## config.mk

```make
export PLATFORM = sky130hd
export DESIGN_NAME = ct_merge_arb_flat
export DESIGN_NICKNAME = d
export VERILOG_FILES = /design/src/rtl/ct_merge_arb_if.sv /design/src/rtl/ct_merge_arb.sv /design/src/flat_wrapper.sv
export SDC_FILE = /design/constraint.sdc
export NUM_CORES = 1
export LEC_CHECK = 0
export BUFFER_PORTS_ARGS = -buffer_cell sky130_fd_sc_hd__clkbuf_2
export CORE_MARGIN = 2
export CORE_UTILIZATION = 47
export CTS_BUF_LIST = sky130_fd_sc_hd__clkbuf_8
export DETAILED_ROUTE_END_ITERATION = 8
export PLACE_DENSITY = 0.87
export SLEW_MARGIN = 10
export SYNTH_ARGS = -nofsm -noshare
export SYNTH_HDL_FRONTEND = slang
export SYNTH_SLANG_ARGS = --single-unit
```

## constraint.sdc

```tcl
create_clock -name clk -period 5.2 [get_ports clk]
set_clock_uncertainty 0.1 [all_clocks]
set_input_delay 0.78 -clock clk [delete_from_list [all_inputs] [get_ports clk]]
set_output_delay 0.78 -clock clk [all_outputs]
set_load 0.01 [all_outputs]
```

## src/rtl/ct_merge_arb_if.sv

```systemverilog
// ct_merge_arb_if: request/merge bus of the ct_merge_arb packet arbiter.
// slave = arbiter view, master = requester/downstream (bench) view.
interface ct_merge_arb_if #(
  parameter int unsigned NI = 4,
  parameter int unsigned WO = 8
);
  logic [NI*WO-1:0] i_data;
  logic [NI-1:0]    i_valid;
  logic [NI-1:0]    o_ready;
  logic [WO-1:0]    o_data;
  logic             o_valid;
  logic             i_ready;
  logic [NI-1:0]    o_grant;
  logic             o_locked;

  modport slave (
    input  i_data, i_valid, i_ready,
    output o_ready, o_data, o_valid, o_grant, o_locked
  );

  modport master (
    output i_data, i_valid, i_ready,
    input  o_ready, o_data, o_valid, o_grant, o_locked
  );
endinterface

```

## src/rtl/ct_merge_arb.sv

```systemverilog
// ct_merge_arb: NI-input round-robin merge arbiter that keeps multi-beat
// packets contiguous (lock from first beat until the eop beat transfers).
// Optional feature macro: CT_MERGE_ARB_OREG_EN adds a one-entry output
// register (1 cycle latency, full throughput); undefined = combinational output.
module ct_merge_arb #(
  parameter int unsigned NI      = 4,
  parameter int unsigned WO      = 8,
  parameter int unsigned EOP_LOC = WO - 1
) (
  input  logic          clk,
  input  logic          reset,
  ct_merge_arb_if.slave bus
);

  localparam int unsigned PW = (NI > 1) ? $clog2(NI) : 1;

  typedef enum logic {
    IDLE   = 1'b0,
    LOCKED = 1'b1
  } state_t;

  state_t        state;
  logic [PW-1:0] ptr;
  logic [PW-1:0] lk;

  logic [PW-1:0] win_idx;
  logic          win_any;
  logic [PW-1:0] gnt_idx;
  logic          gnt_any;
  logic [NI-1:0] grant;
  logic [WO-1:0] sel_data;
  logic          sel_valid;
  logic          sel_eop;
  logic          stage_rdy;
  logic          xfer;

  // Round-robin search: first valid input starting at ptr (reverse scan keeps the first hit).
  always_comb begin
    win_any = 1'b0;
    win_idx = '0;
    for (int off = int'(NI) - 1; off >= 0; off--) begin
      if (bus.i_valid[PW'((int'(ptr) + off) % int'(NI))]) begin
        win_any = 1'b1;
        win_idx = PW'((int'(ptr) + off) % int'(NI));
      end
    end
  end

  // Grant owner: locked input while LOCKED, search winner while IDLE, nobody in reset.
  always_comb begin
    gnt_any = 1'b0;
    gnt_idx = win_idx;
    if (reset) begin
      if (state == LOCKED) begin
        gnt_any = 1'b1;
        gnt_idx = lk;
      end else begin
        gnt_any = win_any;
      end
    end
  end

  // One-hot grant vector and data mux of the granted input.
  always_comb begin
    grant    = '0;
    sel_data = '0;
    for (int k = 0; k < int'(NI); k++) begin
      if (gnt_any && (PW'(k) == gnt_idx)) begin
        grant[k] = 1'b1;
        sel_data = bus.i_data[k*WO +: WO];
      end
    end
  end

  assign sel_valid = gnt_any & bus.i_valid[gnt_idx];
  assign sel_eop   = sel_data[EOP_LOC];
  assign xfer      = sel_valid & stage_rdy;

`ifdef CT_MERGE_ARB_OREG_EN
  logic [WO-1:0] data_q;
  logic          valid_q;

  assign stage_rdy = ~valid_q | bus.i_ready;

  // One-entry output register: refills whenever it is empty or being drained.
  always_ff @(posedge clk) begin
    if (!reset) begin
      valid_q <= 1'b0;
      data_q  <= '0;
    end else if (stage_rdy) begin
      valid_q <= sel_valid;
      data_q  <= sel_data;
    end
  end

  assign bus.o_valid = valid_q;
  assign bus.o_data  = data_q;
`else
  assign stage_rdy   = bus.i_ready;
  assign bus.o_valid = sel_valid;
  assign bus.o_data  = sel_data;
`endif

  // Arbiter state: lock on a non-eop beat, release and rotate ptr on the eop beat.
  always_ff @(posedge clk) begin
    if (!reset) begin
      state <= IDLE;
      ptr   <= '0;
      lk    <= '0;
    end else begin
      case (state)
        IDLE: begin
          if (xfer) begin
            if (sel_eop) begin
              ptr <= PW'((int'(gnt_idx) + 1) % int'(NI));
            end else begin
              state <= LOCKED;
              lk    <= gnt_idx;
            end
          end
        end
        LOCKED: begin
          if (xfer && sel_eop) begin
            state <= IDLE;
            ptr   <= PW'((int'(lk) + 1) % int'(NI));
          end
        end
        default: state <= IDLE;
      endcase
    end
  end

  assign bus.o_ready  = grant & {NI{stage_rdy}};
  assign bus.o_grant  = grant;
  assign bus.o_locked = (state == LOCKED);

endmodule

```

## src/flat_wrapper.sv

```systemverilog
// flat-port wrapper written by rule: the top's interface ports become plain ports
module ct_merge_arb_flat 
#(
  parameter int unsigned NI      = 4,
  parameter int unsigned WO      = 8,
  parameter int unsigned EOP_LOC = WO - 1
)
  (clk, reset, bus_i_data, bus_i_valid, bus_i_ready, bus_o_ready, bus_o_data, bus_o_valid, bus_o_grant, bus_o_locked);
  ct_merge_arb_if #(.NI(NI), .WO(WO)) bus_i ();
  input  logic clk;
  input  logic reset;
  input wire logic [$bits(bus_i.i_data)-1:0] bus_i_data;
  input wire logic [$bits(bus_i.i_valid)-1:0] bus_i_valid;
  input wire logic [$bits(bus_i.i_ready)-1:0] bus_i_ready;
  output wire logic [$bits(bus_i.o_ready)-1:0] bus_o_ready;
  output wire logic [$bits(bus_i.o_data)-1:0] bus_o_data;
  output wire logic [$bits(bus_i.o_valid)-1:0] bus_o_valid;
  output wire logic [$bits(bus_i.o_grant)-1:0] bus_o_grant;
  output wire logic [$bits(bus_i.o_locked)-1:0] bus_o_locked;
  assign bus_i.i_data = bus_i_data;
  assign bus_i.i_valid = bus_i_valid;
  assign bus_i.i_ready = bus_i_ready;
  assign bus_o_ready = bus_i.o_ready;
  assign bus_o_data = bus_i.o_data;
  assign bus_o_valid = bus_i.o_valid;
  assign bus_o_grant = bus_i.o_grant;
  assign bus_o_locked = bus_i.o_locked;
  ct_merge_arb #(.NI(NI), .WO(WO), .EOP_LOC(EOP_LOC)) u_core (.clk(clk), .reset(reset), .bus(bus_i));
endmodule
```

* Yosys cells after proc, flatten, opt, wreduce, memory -nomap -nowiden *
Cells that the tools add are included.
W data, S select, Z words.

word-level totals
  register bits after elaboration = 5
  latch bits = 0
  RAM bits = 0
  ROM bits = 0
  bits of input ports = 39
  output and inout bits = 18
  memories kept = 0

operators by class
  add/sub/neg operators = 5
  $mul = 0
  divide/modulo/power cells = 0
  order comparisons = 5
  equal/unequal tests = 6
  shifts and indexed selects = 0
  mux-type cells = 42
  bitwise gates (word level) = 5
  reduce and logical (&&, ||, !) cells = 8

operators with widths
  operator               count
  $mux W8                4
  $mux W1                22
  $mux W2                9
  $lt A2 B4 Y1 const B   4
  $bmux W1 S2            5
  $add A2 B1 Y2 const B  3
  $reduce_and A3 Y1      2
  $logic_and A1 B1 Y1    5
  $add A2 B2 Y2 const B  2
  $and A4 B4 Y4          1
  $eq A2 B2 Y1 const A   2
  $ne A2 B2 Y1 const B   2
  $pmux W2 S2            1
  $lt A2 B3 Y1 const B   1
  $and A1 B1 Y1          2
  $eq A1 B2 Y1 const A   1
  $logic_not A2 Y1       1
  $ne A2 B1 Y1 const B   1
  $not A1 Y1             2
  $pmux W1 S2            1

* Depth between registers and ports, before layout *
Gate-level depths: netlist of run 1.

  depth in word-level cells = 19
  mapped depth = 8
  gate-level depth less buffers = 6

* Worst setup path after synthesis of run 1 *
No wires, ideal clock.

  path type = in2out
  from = input port bus_i_valid[3]
  to = output port bus_o_data[0]
  data arrival time = 2.370 ns
  data required time = 4.320 ns
  path slack = 1.950 ns
  stages = 7
  path buffers = 2
  cells stage by stage = or2_1 -> and4bb_4 -> o31a_2 -> buf_4 -> buf_4 -> mux2i_1 -> a211oi_1

on the way
  cells in the longest elaborated chain, start to end = 15
  elaborated cells on any way between the ends = 36

ends and longest elaborated chain
  element                                     line                source
  start, declared                             flat_wrapper.sv:13  input wire logic [$bits(bus_i.i_valid)-1:0] bus_i_valid;
  $bmux W1 S2                                 ct_merge_arb.sv:42  if (bus.i_valid[PW'((int'(ptr) + off) % int'(NI))]) begin
  $mux W1 (not written as such) (2 in a row)  ct_merge_arb.sv:42
  $mux W2 (4 in a row)                        ct_merge_arb.sv:42
  $mux W2                                     ct_merge_arb.sv:54  if (state == LOCKED) begin
  $mux W2                                     ct_merge_arb.sv:53  if (reset) begin
  $logic_not A2 Y1                            ct_merge_arb.sv:68  if (gnt_any && (PW'(k) == gnt_idx)) begin
  $logic_and A1 B1 Y1                         ct_merge_arb.sv:68
  $mux W8 (3 in a row)                        ct_merge_arb.sv:68
  $mux W8 (*)                                 ct_merge_arb.sv:68
  end, declared                               flat_wrapper.sv:16  output wire logic [$bits(bus_i.o_data)-1:0] bus_o_data;

Every way passes the cells marked *; elsewhere a longest branch is shown, timed or not. The select of a mux whose other input is x is not followed.

* Final worst setup path of run 1 *
  from = input port bus_i_valid[0]
  to = output port bus_o_data[7]

The elaborated chain is that of the path after synthesis.

==> results of run 1 <==
==> path summary, 6_finish.rpt <==
path / start / endpoint / slack [ns] / cells past startpoint
worst max-delay path: bus_i_valid[0] / bus_o_data[7] / 1.66 / 7
worst min-delay path: u_core.ptr[0] / u_core.ptr[0] / 0.42 / 2
worst max register to register: u_core.ptr[0] / u_core.lk[0] / 2.82 / 6
worst min register to register: u_core.ptr[0] / u_core.ptr[0] / 0.42 / 2
==> metal layers <==
layer | wire, um | global-route usage [%] | part of all wire (%) | vias up
met1 | 1090 | 31.1 | 39 | 522
li1 | - | - | - | 553
met3 | 152 | 2.64 | 5.4 | 4
met2 | 1530 | 45.3 | 55 | 43
met5 | 0 | 0 | 0 | -
met4 | 26 | 9.19 | 0.93 | 0
==> per-stage QoR <==
stage	setup WS (ns)	area (um^2)
floorplan	1.95	908
global placement	1.74	1150
detailed placement	1.70	1150
CTS	1.68	1190
global route	1.60	1190
finish	1.66	1190
==> worst max-delay path: cells and delay by family <==
kind / cells / cell delay, ns
simple gates: 2 / 0.45
compound gates: 3 / 1.19
buf+inv: 2 / 0.24
==> registers in the layout, summed over array words and instances (netlist names) <==
name,count
u_core.bus.o_locked,1
u_core.lk,2
u_core.ptr,2
==> kinds of logic (layout without fill, tap and decap cells) <==
logic type / after synthesis / count (layout)
simple gates: 57 / 57
compound gates: 36 / 36
buf+inv: 12 / 63
mux: 9 / 9
flops: 5 / 5
xor+xnor: 1 / 1
==> synthesized netlist by cell type (all sizes together) (4+ instances only) <==
cell type and number:
nor2 5, nor2b 6, a211oi 10, mux2i 9
o21ai 5, buf 7, dfxtp 5, nor3 7
a21oi 4, and2b 4, nand2 14, and3 8
==> power breakdown <==
group | leakage (nW) | total, mW | switching (mW) | internal, mW
logic | 0.548 | 0.140 | 0.0772 | 0.0625
clock network | 0.0269 | 0.0715 | 0.0208 | 0.0507
registers | 0.0408 | 0.0488 | 0.00642 | 0.0424
total | 0.616 | 0.260 | 0.104 | 0.156
==> layout make-up <==
class	instances	area [um^2]	share of cell area [%]
clock inverters	1	3.75	0.315
multi-input cells	103	724	60.8
well taps	25	31.3	2.62
repair buffers	56	280	23.5
inverters	3	11.3	0.944
clock buffers	3	41.3	3.46
flip-flops and latches	5	100	8.39
==> results.toml, run 1 <==
[synth]
ys_seq_area_share_pct = 11.0
yosys_warnings = 0
synth-compound-area-share_pct = 31.3
synth-xor-area-share_pct = 0.964
syn_nets = 159
synth_top_area_share_pct = 11.0
ys_ff_latch = 5
ys_types = 40
synth_area_um2 = 908
synth_top_area_cell = "dfxtp_1"
synth_edf_count = 0
ys.flop_type = "dfxtp_1"
synth_mux_area_share_pct = 9.92
synthArstFlopShare_pct = 0
synth_top_family_by_area = "simple AND/OR/NAND/NOR gates"
synthAdderAreaFrac_pct = 0
syn_inst = 120
synth_area_leaders = "dfxtp_1, mux2i_1, a211oi_1, nand2_1, buf_6"
yosys.area_share.simple_pct = 37.6
synth_area_per_cell_um2 = 7.57

[timing]
rsz0062_at_grt = "no"
max_slew_margin_pct = 58.6
hold_viol_final = 0
final_max_slew_viol_count = 0
fin_hold_ws_ns = 0.415
fmax_mhz = 282
min_period_ns = 3.54
fin_crit_sh_pct = 68.1
fin_setup_tns_ns = 0
tightestPinTransition_ns = 0.620
setup_viol = 0

[worst_setup_path]
slowest_stage = "a21o_1"
cpMostUsedCell = "clkbuf_2"
startpoint_type = "input pin"
worstPathRequired_ns = 4.32
cp-end-kind = "output port"
critical_path.max_fanout = 19
crit_chain = "clkbuf_2 > and2b_1 > a221oi_1 > a21o_1 > o211ai_4 > and3_2 > clkbuf_2"
cpPeakStageDelay_ns = 0.59
worstSetupPathType = "input pin to output port"
arrival_ns = 2.66

[finish]
mostFrequentLayoutCells = "clkbuf_2, nand2_1, a211oi_1"
utilization_pct = 67.6
final_common_cell = "clkbuf_2"
layout.cells.non_filler = 196
n_antenna_cell = 0
nets = 211
drive_gt1_share_pct = 39.2
num-fill-cells = 159
area_growth_pct = 31.3

[clock_network]
clockBufferDepth = 2
cts-root-buf = "clkbuf_8"
clock_latency_ns = 0.22
cts_inserted_buffers = 3
post-cts-setup-buffers = 0
ctsHoldBuffers = 0
clkTransAtPathRegs_ns = 0.04
cts_resized = 0
cts_tree = "yes"
ctsHtreeMaxLevel = 1
cts_sinks = 5

[floorplan]
initial_core_util_pct = 51.5
fp.dieW_um = 48.0
io_pins = 57
row_count = 15
die_area_um2 = 2300
fp.dieH_um = 48.0
core_area_um2 = 1760

[global_routing]
grt_max_degree = 20
antenna_found_initial = 0
grt_overflow = 0
track_usage_pct = 25.4
grt_pass1_wl_um = 4190
grt_pass1_vias = 1007

[placed_design]
dpl.cell_count = 192
port_buffers = 56
place_hpwl_um = 2260
place.gp.congestion = 0.893

[routing]
wl_per_cell_um = 14.3
via_per_inst = 5.72
num_vias = 1122
drcViolationCount = 0
drt_iter0_drc = 30
drt-pass1-iter-count = 4
wirelength_um = 2800
antenna_left = 0

[worst_hold_path]
min_path_type = "register to register"

[status]
outcome = "complete, no violations"

[pwr]
peakVddDrop_mv = 0.168
p_total_uw = 260
leakage_nw = 0.616
powerDensity_nw_per_um2 = 218

[run]
drv_cap = 0
Power figures use the tool's default switching activity.
==> run 2, diff against run 1 <==
- CORE_UTILIZATION: 47 -> 40
- PLACE_DENSITY: 0.87 -> 0.79
- clock period: 5.2 -> 3.1 ns (I/O delays scaled with it)
==> run 2 against run 1 <==
Via count fell by 2.4%. Global-route usage decreased by 5.9 points. Worst hold slack about the same. Register-to-register slack worse by 1.9 ns. Core utilization decreased by 10 points. Setup slack got worse by 1.4 ns. Wire length shrank 5.3%. Sequential share of layout area shrank 0.33 points. Non-clock buffer count rose by 6. Clock power grew 59%. Largest cell class unchanged. Highest routed layer is now met3.
==> results.toml, run 2 (synthesis results as in run 1) <==
[status]
outcome = "complete, no violations"

[global_routing]
grt_pass1_wl_um = 4020
grt_max_degree = 20
grt_overflow = 0
track_usage_pct = 19.5
grt_pass1_vias = 969
antenna_found_initial = 0

[worst_setup_path]
worstPathRequired_ns = 2.53
cp-end-kind = "output port"
worstSetupPathType = "register to output port"
critical_path.max_fanout = 19
startpoint_type = "register"
arrival_ns = 2.32

[routing]
antenna_left = 0
drt_iter0_drc = 36
wl_per_cell_um = 12.9
drt-pass1-iter-count = 4
wirelength_um = 2650
via_per_inst = 5.34
num_vias = 1095
drcViolationCount = 0

[timing]
fmax_mhz = 347
min_period_ns = 2.88
fin_crit_sh_pct = 92.9
layout_setup_ws_ns = 0.220
hold_viol_final = 0
tightestPinTransition_ns = 0.552
rsz0062_at_grt = "no"
setup_viol = 0
max_slew_margin_pct = 62.9
fin_setup_tns_ns = 0
final_max_slew_viol_count = 0

[pwr]
p_total_uw = 441
powerDensity_nw_per_um2 = 355
peakVddDrop_mv = 0.273
leakage_nw = 0.646

[worst_hold_path]
min_path_type = "register to register"

[finish]
nets = 217
drive_gt1_share_pct = 41.2
utilization_pct = 57.2
n_antenna_cell = 0
final_common_cell = "clkbuf_2"
mostFrequentLayoutCells = "clkbuf_2, nand2_1, a211oi_1"
finalInstanceArea_um2 = 1240
area_growth_pct = 36.6

[placed_design]
preCtsSetupSlack_ns = 0.297
place_hpwl_um = 2180
place.gp.congestion = 0.921
placed_cell_area_um2 = 1200
port_buffers = 56

[floorplan]
io_pins = 57
row_count = 17
core_area_um2 = 2170
fp.dieH_um = 51.7
die_area_um2 = 2670
initial_core_util_pct = 41.9
fp.dieW_um = 51.7

[clock_network]
cts_sinks = 5
cts_tree = "yes"
ctsHtreeMaxLevel = 1
cts_resized = 0
clkTransAtPathRegs_ns = 0.04
post-cts-setup-buffers = 0
cts-root-buf = "clkbuf_8"
ctsHoldBuffers = 0
clock_latency_ns = 0.22
cts_inserted_buffers = 3
clockBufferDepth = 2

[run]
drv_cap = 0
==> run 2: critical path: stages, from the launching register on <==
cell and delay, ns:
dfxtp_1 0.47, and2b_1 0.22, and4_1 0.24, o31a_2 0.49, nor2b_1 0.18, a211oi_1 0.07
a211oi_1 0.25, clkbuf_2 0.17
==> run 2: worst paths after layout <==
path,start,to,slack [ns],cells past startpoint
worst max-delay path,u_core.bus.o_locked,bus_o_data[3],0.22,7
worst min register to register,u_core.ptr[0],u_core.ptr[0],0.42,2
worst min-delay path,u_core.ptr[0],u_core.ptr[0],0.42,2
worst max register to register,u_core.bus.o_locked,u_core.lk[0],0.87,6
==> run 2: per-layer routing <==
layer / vias to the layer above / track usage, % / part of all wire, %
li1: 567 / - / -
met1: 497 / 23.8 / 42
met2: 31 / 34.8 / 54
met3: 0 / 2.30 / 4.2
met4: 0 / 7.02 / 0
met5: - / 0 / 0
==> run 2: per-stage QoR <==
stage	cells	hold slack, ns
after floorplan	120	0.357
after global placement	201	0.398
after detailed placement	201	0.406
after CTS	205	0.410
after global routing	205	0.427
final	205	0.415
==> run 2: power breakdown <==
group	switching, mW	internal, mW
Sequential	0.00989	0.0711
Clock	0.0296	0.0847
Combinational	0.130	0.116
==> run 2: layout make-up <==
class / instances / area, um^2
clock buffers: 3 / 41.3
well taps: 28 / 35.0
multi-input cells: 103 / 724
flip-flops and latches: 5 / 100
clock inverters: 1 / 3.75
fillers: 202 / 928
inverters: 3 / 11.3
repair buffers: 62 / 325
==> run 3, diff against run 2 <==
- CORE_ASPECT_RATIO: unset -> 0.9
- CTS_CLUSTER_SIZE: unset -> 12
==> run 3 against run 2 <==
Combinational power about the same. Sequential cell count unchanged. Power grew 0.40%. Clock power barely moved. Non-clock buffer count down 1. Final cell count fell by 0.98%. Fmax rose by 1.2%. Global-route usage grew 2.0 points. Clock-buffer cell count stayed put. Critical endpoint is now bus_o_data[6]. Largest power group unchanged.
==> results.toml, run 3 (synthesis results as in run 1) <==
[worst_setup_path]
r2r_slack_ns = 0.89
crit_end = "bus_o_data[6]"
crit_start = "bus_i_valid[3]"
worstPathRequired_ns = 2.53
rr_startpoint = "u_core.ptr[1]"
critical_path.max_fanout = 9
worstSetupPathType = "input pin to output port"
cp-end-kind = "output port"
startpoint_type = "input pin"
reg2reg_depth = 6
arrival_ns = 2.28
regToRegEndpoint = "u_core.lk[0]"

[clock_network]
ctsHtreeMaxLevel = 1
ctsHoldBuffers = 0
clock_latency_ns = 0.22
cts_inserted_buffers = 3
cts-root-buf = "clkbuf_8"
post-cts-setup-buffers = 0
clockBufferDepth = 2
cts_tree = "yes"
cts_sinks = 5
clkTransAtPathRegs_ns = 0.03

[timing]
final_max_slew_viol_count = 0
tightestPinTransition_ns = 0.548
min_period_ns = 2.85
fin_hold_ws_ns = 0.403
fmax_mhz = 351
fin_setup_tns_ns = 0
hold_viol_final = 0
max_slew_margin_pct = 63.1
fin_crit_sh_pct = 91.8
setup_viol = 0
rsz0062_at_grt = "no"

[floorplan]
core_area_um2 = 2160
io_pins = 57
fp.dieW_um = 54.2
initial_core_util_pct = 42.0
row_count = 16
fp.dieH_um = 49.2
die_area_um2 = 2670

[global_routing]
grt_overflow = 0
grt_pass1_vias = 1038
grt_max_degree = 20
grt_pass1_wl_um = 4460
antenna_found_initial = 0
track_usage_pct = 21.4

[placed_design]
place_hpwl_um = 2230
place.gp.congestion = 0.945
port_buffers = 56

[routing]
antenna_left = 0
drt_iter0_drc = 28
wl_per_cell_um = 13.7
num_vias = 1147
via_per_inst = 5.65
drcViolationCount = 0
drt-pass1-iter-count = 4
wirelength_um = 2790

[finish]
mostFrequentLayoutCells = "clkbuf_2, nand2_1, a211oi_1"
area_growth_pct = 35.8
drive_gt1_share_pct = 41.5
utilization_pct = 57.1
final_common_cell = "clkbuf_2"
nets = 216
n_antenna_cell = 0

[pwr]
peakVddDrop_mv = 0.430
powerDensity_nw_per_um2 = 359
leakage_nw = 0.639

[status]
outcome = "complete, no violations"

[worst_hold_path]
hold_depth = 2
min_path_type = "register to register"

[run]
drv_cap = 0
## run 3: critical path, stage by stage
cell and delay (ns):
clkbuf_2 0.11, or2_1 0.27, or4_1 0.54, nand2_1 0.32, nor2_1 0.12, a22oi_1 0.21
o22ai_1 0.10, clkbuf_2 0.13
## run 3: where the power goes
group          switching (mW)  internal (mW)  total (mW)
logic                   0.134          0.115       0.248
registers             0.00788         0.0711      0.0790
clock network          0.0302         0.0847       0.115
total                   0.172          0.271       0.442
## run 3: worst min-delay path by stage
stage / slack [ns] / end / from
2_1_floorplan: 0.36 / u_core.ptr[0] / u_core.ptr[0]
3_3_place_gp: 0.39 / u_core.ptr[0] / u_core.ptr[0]
3_5_place_dp: 0.41 / u_core.ptr[0] / u_core.ptr[0]
4_1_cts: 0.41 / u_core.ptr[0] / u_core.ptr[0]
5_1_grt: 0.44 / u_core.ptr[0] / u_core.ptr[0]
6_report: 0.40 / u_core.ptr[0] / u_core.ptr[0]
## run 3: timing repair
action                                  CTS  global route
gates resized for setup                   0             1
endpoints found under the hold margin     0             0
endpoints found under the setup margin    0             1
## run 3: layout make-up
cell class                 instances  area, um^2
tap                               27        33.8
sequential                         5         100
clock inverter                     1        3.75
clock buffer                       3        41.3
multi-input combinational        103         726
fill                             206         928
timing repair buffer              61         318
inverter                           3        11.3
## run 3: routing by layer
metal  GRT usage (%)  vias to the layer above  part of all wire [%]  wire, um
li1                -                      562                     -         -
met5               0                        -                     0         0
met2            36.7                       34                    52      1450
met3            3.99                        2                   5.2       145
met1            26.9                      549                    42      1180
met4            5.00                        0                  0.61        17
## run 3: stage by stage
stage / instances / total power, mW / setup slack [ns] / area (um^2)
6_report: 203 / 0.442 / 0.253 / 1230
5_1_grt: 203 / 0.474 / 0.165 / 1230
4_1_cts: 203 / 0.444 / 0.206 / 1230
3_5_place_dp: 199 / 0.325 / 0.262 / 1190
3_3_place_gp: 199 / 0.320 / 0.322 / 1190
2_1_floorplan: 120 / 0.256 / 0.480 / 908
